$ cat src/rtl/reg_file.sv
// reg_file: multi-entry register file with two combinational read ports,
// one synchronous write port, per-entry valid bits and a sequenced
// bulk-clear engine that sweeps every entry back to zero/invalid.
module reg_file #(
  parameter int DATA_WIDTH = 8,
  parameter int ADDR_WIDTH = 4,
  parameter int BYPASS     = 1,
  parameter int R0_ZERO    = 0
) (
  input  logic                  clk,
  input  logic                  rst_n,
  input  logic [ADDR_WIDTH-1:0] raddr_a,
  output logic [DATA_WIDTH-1:0] rdata_a,
  output logic                  rvalid_a,
  input  logic [ADDR_WIDTH-1:0] raddr_b,
  output logic [DATA_WIDTH-1:0] rdata_b,
  output logic                  rvalid_b,
  input  logic                  we,
  input  logic [ADDR_WIDTH-1:0] waddr,
  input  logic [DATA_WIDTH-1:0] wdata,
  input  logic                  clr,
  output logic                  busy,
  output logic                  wr_drop
);

  localparam int DEPTH = 1 << ADDR_WIDTH;

  typedef enum logic {
    IDLE  = 1'b0,
    SWEEP = 1'b1
  } state_t;

  state_t                  state;
  state_t                  state_nxt;
  logic [ADDR_WIDTH-1:0]   cnt;
  logic [ADDR_WIDTH-1:0]   cnt_nxt;
  logic [DATA_WIDTH-1:0]   mem [DEPTH];
  logic [DEPTH-1:0]        vld;

  // Writes to a hard-wired zero entry vanish silently: no store, no bypass, no drop flag.
  logic w_zero;
  // A write lands only in IDLE when no clear is being requested on the same edge.
  logic wr_acc;
  // A non-zero-entry write loses to an active sweep or to a simultaneous clear.
  logic drop_nxt;

  assign w_zero   = (R0_ZERO != 0) && (waddr == '0);
  assign wr_acc   = we && (state == IDLE) && !clr && !w_zero;
  assign drop_nxt = we && !w_zero && ((state == SWEEP) || clr);
  assign busy     = (state == SWEEP);

  // Next-state logic: clr in IDLE launches a sweep from entry 0; the sweep
  // ends on the edge that clears the last entry. clr during a sweep is ignored.
  always_comb begin
    state_nxt = state;
    cnt_nxt   = cnt;
    case (state)
      IDLE: begin
        if (clr) begin
          state_nxt = SWEEP;
          cnt_nxt   = '0;
        end
      end
      SWEEP: begin
        cnt_nxt = cnt + 1'b1;
        if (&cnt) begin
          state_nxt = IDLE;
        end
      end
      default: begin
        state_nxt = IDLE;
        cnt_nxt   = '0;
      end
    endcase
  end

  // Control registers: FSM state, sweep pointer and the registered drop pulse.
  always_ff @(posedge clk or negedge rst_n) begin
    if (!rst_n) begin
      state   <= IDLE;
      cnt     <= '0;
      wr_drop <= 1'b0;
    end else begin
      state   <= state_nxt;
      cnt     <= cnt_nxt;
      wr_drop <= drop_nxt;
    end
  end

  // Storage: sweep clears one entry per edge, otherwise accepted writes land.
  always_ff @(posedge clk or negedge rst_n) begin
    if (!rst_n) begin
      for (int i = 0; i < DEPTH; i++) begin
        mem[i] <= '0;
      end
      vld <= '0;
    end else if (state == SWEEP) begin
      mem[cnt] <= '0;
      vld[cnt] <= 1'b0;
    end else if (wr_acc) begin
      mem[waddr] <= wdata;
      vld[waddr] <= 1'b1;
    end
  end

  // Read port A: zero entry overrides, then write-first bypass, then storage.
  always_comb begin
    rdata_a  = mem[raddr_a];
    rvalid_a = vld[raddr_a];
    if ((R0_ZERO != 0) && (raddr_a == '0)) begin
      rdata_a  = '0;
      rvalid_a = 1'b1;
    end else if ((BYPASS != 0) && wr_acc && (waddr == raddr_a)) begin
      rdata_a  = wdata;
      rvalid_a = 1'b1;
    end
  end

  // Read port B: same selection rules as port A.
  always_comb begin
    rdata_b  = mem[raddr_b];
    rvalid_b = vld[raddr_b];
    if ((R0_ZERO != 0) && (raddr_b == '0)) begin
      rdata_b  = '0;
      rvalid_b = 1'b1;
    end else if ((BYPASS != 0) && wr_acc && (waddr == raddr_b)) begin
      rdata_b  = wdata;
      rvalid_b = 1'b1;
    end
  end

endmodule
$ cat config.mk
export PLATFORM = sky130hd
export DESIGN_NAME = reg_file
export DESIGN_NICKNAME = d
export VERILOG_FILES = /design/src/rtl/reg_file.sv
export SDC_FILE = /design/constraint.sdc
export NUM_CORES = 1
export LEC_CHECK = 0
export CAP_MARGIN = 20
export CORE_MARGIN = 2
export CORE_UTILIZATION = 42
export DETAILED_ROUTE_END_ITERATION = 12
export HOLD_SLACK_MARGIN = 0.1
export SYNTH_ARGS = -nofsm -noshare
export SYNTH_HDL_FRONTEND = slang
export SYNTH_SLANG_ARGS = --single-unit
$ cat constraint.sdc
create_clock -name clk -period 2.56 [get_ports clk]
set_input_delay 0.512 -clock clk [delete_from_list [all_inputs] [get_ports clk]]
set_output_delay 0.512 -clock clk [all_outputs]
set_load 0.01 [all_outputs]
==> impl_metrics.yaml, run 1 <==
clocking:
  clock_path_buffers: 2
  cts-root-buf: "sky130_fd_sc_hd__clkbuf_16"
  cts_inserted_buffers: 17
  clk_pin_slew_worst_paths_ns: 0.06
  clkSinkCount: 150
  tritoncts: "done"
  ctsHtreeMaxLevel: 4
  clk_latency_ns: 0.43
die:
  floorplan.io_pins: 44
  die_width_um: 146
  num_rows: 51
  design.core.area_um2: 19600
  initial_utilization: 0.432
  floorplan.die.height_um: 146
  die_outline_area_um2: 21300
sta:
  max_slew_margin: 0.146
  timing_worst_slew_pin_value_ns: 1.28
  post_route_setup_slack_ns: -0.0868
  finalHoldViolations: 0
  min_period_ns: 2.65
  timing.final.setup_violations: 8
  maxSlewViolCount: 0
  skew_ns: 0.00556
  period_share: 1.03
  rsz0062_at_grt: "yes"
  max_freq_mhz: 378
  finalSetupTns_ns: -0.282
placed_design:
  hpwl_um: 19700
  numPortBuffers: 43
  place_inst: 954
  place_worst_setup_slack_ns: -0.711
  place_congestion: 0.872
route:
  firstDrtPassIters: 6
  drc_errors: 0
  post_drt_via_cell_ratio: 6.61
  dr_total_vias: 6795
  starting_drt_drc_count: 766
  finalWirelength_um: 29900
  drtAntennaViolNets: 0
  post_drt_wl_per_cell_um: 29.1
synthesis:
  async_flop_share: 1.00
  number_of_warning_messages_in_the_yosys_log: 0
  syn_area_per_cell_um2: 14.0
  post_synth_inst_count: 605
  ys_ff_latch: 150
  synth_area_leaders: "sky130_fd_sc_hd__dfrtp_1 (44%), sky130_fd_sc_hd__mux4_2 (20%), sky130_fd_sc_hd__a22o_1 (12%)"
  synth-seq-area-share: 0.444
  synthTopCellsByCount: "sky130_fd_sc_hd__dfrtp_1 (150), sky130_fd_sc_hd__a22o_1 (120), sky130_fd_sc_hd__mux4_2 (74)"
  dominantRegCellSynth: "sky130_fd_sc_hd__dfrtp_1"
  count_of_unique_library_cells_instantiated_by_yosys: 40
  synth_enable_flop_cells: 0
  synth_largest_area_cell: "sky130_fd_sc_hd__dfrtp_1"
  mappedNetlistArea_um2: 8450
  mappedNetlistNets: 635
  yosysTopAreaCellShare: 0.444
  synth_most_common_cell: "sky130_fd_sc_hd__dfrtp_1"
critical_path:
  worst-endpoint-required_ns: 2.05
  path_max_fanout: 2
  sequence_of_cells_on_the_critical_path: "buf_6 > mux4_2 > mux2i_2 > mux2i_1 > mux2_4 > buf_6"
  slowest_delay_ns: 0.47
  rr_startpoint: "busy"
  crit_end: "rdata_a[4]"
  startpoint_type: "flop"
  cp_data_arrival_time_ns: 2.13
  critPathLaunch: "mem[4]"
  regToRegSetupSlack_ns: 0.22
  most_used_cell_cp: "sky130_fd_sc_hd__buf_6"
  slowest_stage_cell_cp: "sky130_fd_sc_hd__mux4_2"
  timing.setup.critical_path_class: "reg -> out"
  worstRegToRegCells: 7
  crit_end_element: "output pin"
  worstReg2RegEnd: "mem[98]"
power_and_ir_drop:
  p_leak_nw: 5.15
  irDropWorstVdd_v: 0.000478
  overall_power_of_the_completed_layout_w: 0.00747
  power_density_over_the_cells_nw_per_um2: 675
outcome:
  failed_checks: "setup timing"
  outcome: "complete, but fails checks"
cells_and_area:
  drive_above_1_share: 0.421
  layout.cells.non_filler: 1028
  antenna-diode-count: 0
  synthToLayoutAreaGrowth_pct: 31.0
  final_nets: 781
  fillers: 1561
global_route:
  pin_count_of_the_biggest_net_entering_global_routing: 56
  number_of_global_route_vias_before_repair: 6967
  grt_util_all_layers: 0.288
  globalRoute.totalOverflow: 0
  wire_length_of_the_first_global_routing_pass_um: 45000
  antenna_found_initial: 1
min_path:
  timing.hold.worst_path_depth: 1
  holdCritPathClass: "reg -> reg"
job:
  max-cap-violations: 0
-- power by group --
group          leakage, nW  internal (W)  total, W  switching [W]
combinational         2.80      0.000995   0.00214        0.00115
sequential            2.07       0.00265   0.00293       0.000283
clock                0.275       0.00143   0.00240       0.000974
total                 5.15       0.00507   0.00747        0.00240
-- cell usage in the layout (no fill, tap or decap), drive strengths merged, types with 15 or more instances in the layout --
cell | netlist | routed
mux2 | 17 | 17
nand2 | 19 | 19
mux2i | 48 | 48
clkbuf | 17 | 25
buf | 39 | 165
a21o | 15 | 15
dfrtp | 150 | 150
a22o | 120 | 120
mux4 | 74 | 74
nor3 | 28 | 28
-- through the flow --
stage	hold slack (ns)	util	area, um2
final	0.501	0.566	11100
after global routing	0.531	0.566	11100
after CTS	0.503	0.557	10900
after detailed placement	0.491	0.498	9760
after global placement	0.482	0.497	9730
after floorplan	0.216	-	8470
-- routing by layer --
metal / GRT usage / wire length (um) / part of all wire / up-vias
li1: - / - / - / 2696
met1: 0.399 / 12200 / 0.41 / 3631
met2: 0.435 / 13800 / 0.46 / 394
met3: 0.0821 / 2840 / 0.095 / 74
met4: 0.105 / 1040 / 0.035 / 0
met5: 0 / 0 / 0 / -
-- timing repair --
| action | in CTS | in global routing |
|---|---|---|
| buffers inserted | 27 | 9 |
| setup endpoints to repair | 18 | 18 |
| hold buffers | 1 | 0 |
| hold endpoints to repair | 52 | 0 |
| pin swaps | 6 | 4 |
| gates cloned | 7 | 1 |
| gates resized for setup | 172 | 27 |
-- cell type report --
cell class,instances,area [um2],area share
inverter,6,22.5,0.00203
multi-input combinational,392,4450,0.402
timing repair buffer,184,1960,0.177
clock inverter,8,73.8,0.00666
sequential,150,3750,0.339
clock buffer,23,488,0.0440
tap,265,332,0.0299
-- registers in the layout (all words and copies together) (netlist names) --
name     cells
busy         1
cnt          4
mem        128
wr_drop      1
vld         16
-- worst min path at each step --
stage,from,endpoint,slack (ns)
after floorplan,rst_n,busy,0.22
after global placement,vld[6],vld[6],0.48
after detailed placement,vld[11],vld[11],0.49
after CTS,vld[11],vld[11],0.50
after global routing,vld[11],vld[11],0.53
final,vld[11],vld[11],0.50
-- cell families (layout without fill, tap and decap cells) --
logic type / count (synthesis) / after routing / synth area share
and+or+nand+nor: 86 / 86 / 0.0694
muxes: 139 / 139 / 0.277
adders and majority gates: 6 / 6 / 0.00888
AOI/OAI and AO/OA: 151 / 151 / 0.148
DFF: 150 / 150 / 0.444
xor gates and xnor gates: 10 / 10 / 0.0104
buffers and inverters: 63 / 221 / 0.0428
-- worst max-delay path: cells and delay by family (launching register included) --
kind | cells | cell delay (ns)
flip-flops | 1 | 0.39
buffers and inverters | 2 | 0.24
multiplexers | 4 | 1.07
(Power assumes the default switching activity.)
==> inputs of run 2 (changes only) <==
--- a/config.mk
+++ b/config.mk
@@ -9,6 +9,7 @@
 export CORE_MARGIN = 2
 export CORE_UTILIZATION = 42
 export DETAILED_ROUTE_END_ITERATION = 12
+export GPL_TIMING_DRIVEN = 0
 export HOLD_SLACK_MARGIN = 0.1
 export SYNTH_ARGS = -nofsm -noshare
 export SYNTH_HDL_FRONTEND = slang
==> run 2 against run 1 <==
The flow still finishes with violations (setup timing). Highest routed layer unchanged. Register-to-register slack got worse by 0.05 ns. Global-route usage down 0.74 points. Clock skew increased by 0.0055 ns. Total power grew 4.2%. Largest power group unchanged.
==> impl_metrics.yaml, run 2 (synthesis gave the netlist of run 1 again) <==
outcome:
  outcome: "complete, but fails checks"
  failed_checks: "setup timing"
min_path:
  holdCritPathClass: "in -> reg"
  min_to: "mem[54]"
  hp-start: "wdata[6]"
  timing.hold.worst_path_depth: 2
placed_design:
  place_congestion: 0.862
  hpwl_um: 18700
  place_inst: 898
  numPortBuffers: 26
  place_worst_setup_slack_ns: -1.52
critical_path:
  worstRegToRegCells: 6
  worstReg2RegEnd: "mem[47]"
  sequence_of_cells_on_the_critical_path: "buf_6 > mux4_2 > mux2i_2 > mux2i_1 > mux2_4 > buf_6"
  worst-endpoint-required_ns: 2.05
  path_buf_inv: 2
  cp_data_arrival_time_ns: 2.23
  slowest_delay_ns: 0.49
  most_used_cell_cp: "sky130_fd_sc_hd__buf_6"
  rr_startpoint: "busy"
  crit_end_element: "output pin"
  timing.setup.critical_path_class: "reg -> out"
  path_max_fanout: 2
  regToRegSetupSlack_ns: 0.17
  slowest_stage_cell_cp: "sky130_fd_sc_hd__mux4_2"
  startpoint_type: "flop"
  crit_family: "multiplexers"
global_route:
  globalRoute.totalOverflow: 0
  grt_util_all_layers: 0.281
  wire_length_of_the_first_global_routing_pass_um: 43800
  antenna_found_initial: 0
  number_of_global_route_vias_before_repair: 6717
  pin_count_of_the_biggest_net_entering_global_routing: 102
route:
  starting_drt_drc_count: 654
  drc_errors: 0
  post_drt_via_cell_ratio: 6.55
  drtAntennaViolNets: 0
  firstDrtPassIters: 5
  post_drt_wl_per_cell_um: 28.7
  finalWirelength_um: 29400
  dr_total_vias: 6699
power_and_ir_drop:
  power_density_over_the_cells_nw_per_um2: 695
  overall_power_of_the_completed_layout_w: 0.00779
  p_leak_nw: 5.18
  irDropWorstVdd_v: 0.000558
cells_and_area:
  fillers: 1585
  most_frequent_standard_cell_in_the_layout_excluding_fill_and_tap_cells: "sky130_fd_sc_hd__dfrtp_1"
  layout.area.seq_um2: 3750
  flip_flop_count_of_the_largest_register_after_layout: 128
  multi_input_area_um2: 4600
  largest-register: "mem"
  drive_above_1_share: 0.435
  final_util: 0.572
  synthToLayoutAreaGrowth_pct: 32.6
  largestRegisters: "mem (128), vld (16), cnt (4)"
  layout.cells.non_filler: 1022
  final_nets: 775
  antenna-diode-count: 0
  final_cell_mix: "sky130_fd_sc_hd__dfrtp_1 (149), sky130_fd_sc_hd__a22o_1 (120), sky130_fd_sc_hd__mux4_2 (74)"
sta:
  maxSlewViolCount: 0
  period_share: 1.07
  post_route_setup_slack_ns: -0.181
  timing_worst_slew_pin_value_ns: 1.12
  timing.final.setup_violations: 14
  rsz0062_at_grt: "yes"
  finalHoldViolations: 0
  skew_ns: 0.0111
  max_slew_margin: 0.251
  max_freq_mhz: 365
  min_period_ns: 2.74
clocking:
  clk_pin_slew_worst_paths_ns: 0.06
  ctsHtreeMaxLevel: 4
  cts_inserted_buffers: 17
  clock_path_buffers: 2
  tritoncts: "done"
  clkSinkCount: 150
  clk_latency_ns: 0.43
  cts-root-buf: "sky130_fd_sc_hd__clkbuf_16"
die:
  die_width_um: 146
  die_outline_area_um2: 21300
  design.core.area_um2: 19600
  floorplan.io_pins: 44
  floorplan.die.height_um: 146
  num_rows: 51
  initial_utilization: 0.432
job:
  max-cap-violations: 0
## run 2: layout make-up
| type | count | share of cell area |
|---|---|---|
| clock buffers | 21 | 0.0411 |
| multi-input cells | 392 | 0.411 |
| repair buffers | 122 | 0.114 |
| inverters | 6 | 0.00201 |
| clock inverters | 10 | 0.0136 |
| plain buffers | 56 | 0.0544 |
| well taps | 265 | 0.0296 |
| flip-flops and latches | 150 | 0.335 |
## run 2: stage by stage
step / cell area [um2] / hold slack (ns) / TNS [ns]
finish: 11200 / 0.376 / -0.938
global route: 11200 / 0.368 / -1.62
CTS: 10800 / 0.372 / -0.955
detailed placement: 9090 / 0.488 / -82.30
global placement: 9060 / 0.483 / -828.07
floorplan: 8470 / 0.216 / 0
## run 2: how the worst max path moves through the flow
stage / startpoint / endpoint / slack, ns / cells past startpoint
3_5_place_dp: raddr_a[2] / rdata_a[0] / -1.52 / 8
3_3_place_gp: rst_n / mem[23] / -5.01 / 1
2_1_floorplan: raddr_a[1] / rdata_a[5] / 0.02 / 6
4_1_cts: mem[1] / rdata_a[1] / -0.13 / 6
6_report: mem[1] / rdata_a[1] / -0.18 / 6
5_1_grt: mem[1] / rdata_a[1] / -0.23 / 6
## run 2: report_power, final
group / switching (W) / leakage [nW] / internal [W]
logic: 0.00119 / 2.80 / 0.00101
clock network: 0.00101 / 0.302 / 0.00167
registers: 0.000252 / 2.07 / 0.00265
## run 2: per-layer routing
| layer | routed length (um) | vias up | global-route usage |
|---|---|---|---|
| li1 | - | 2696 | - |
| met1 | 11600 | 3500 | 0.388 |
| met2 | 13800 | 435 | 0.426 |
| met3 | 2830 | 68 | 0.0743 |
| met4 | 1140 | 0 | 0.108 |
| met5 | 0 | - | 0 |
## run 2: what timing repair did
item | in CTS | in global routing
hold endpoints to repair | 49 | 0
gates resized for setup | 223 | 48
buffers inserted | 52 | 35
hold buffers | 1 | 0
setup endpoints to repair | 91 | 61
pin swaps | 12 | 10
cloned | 5 | 0
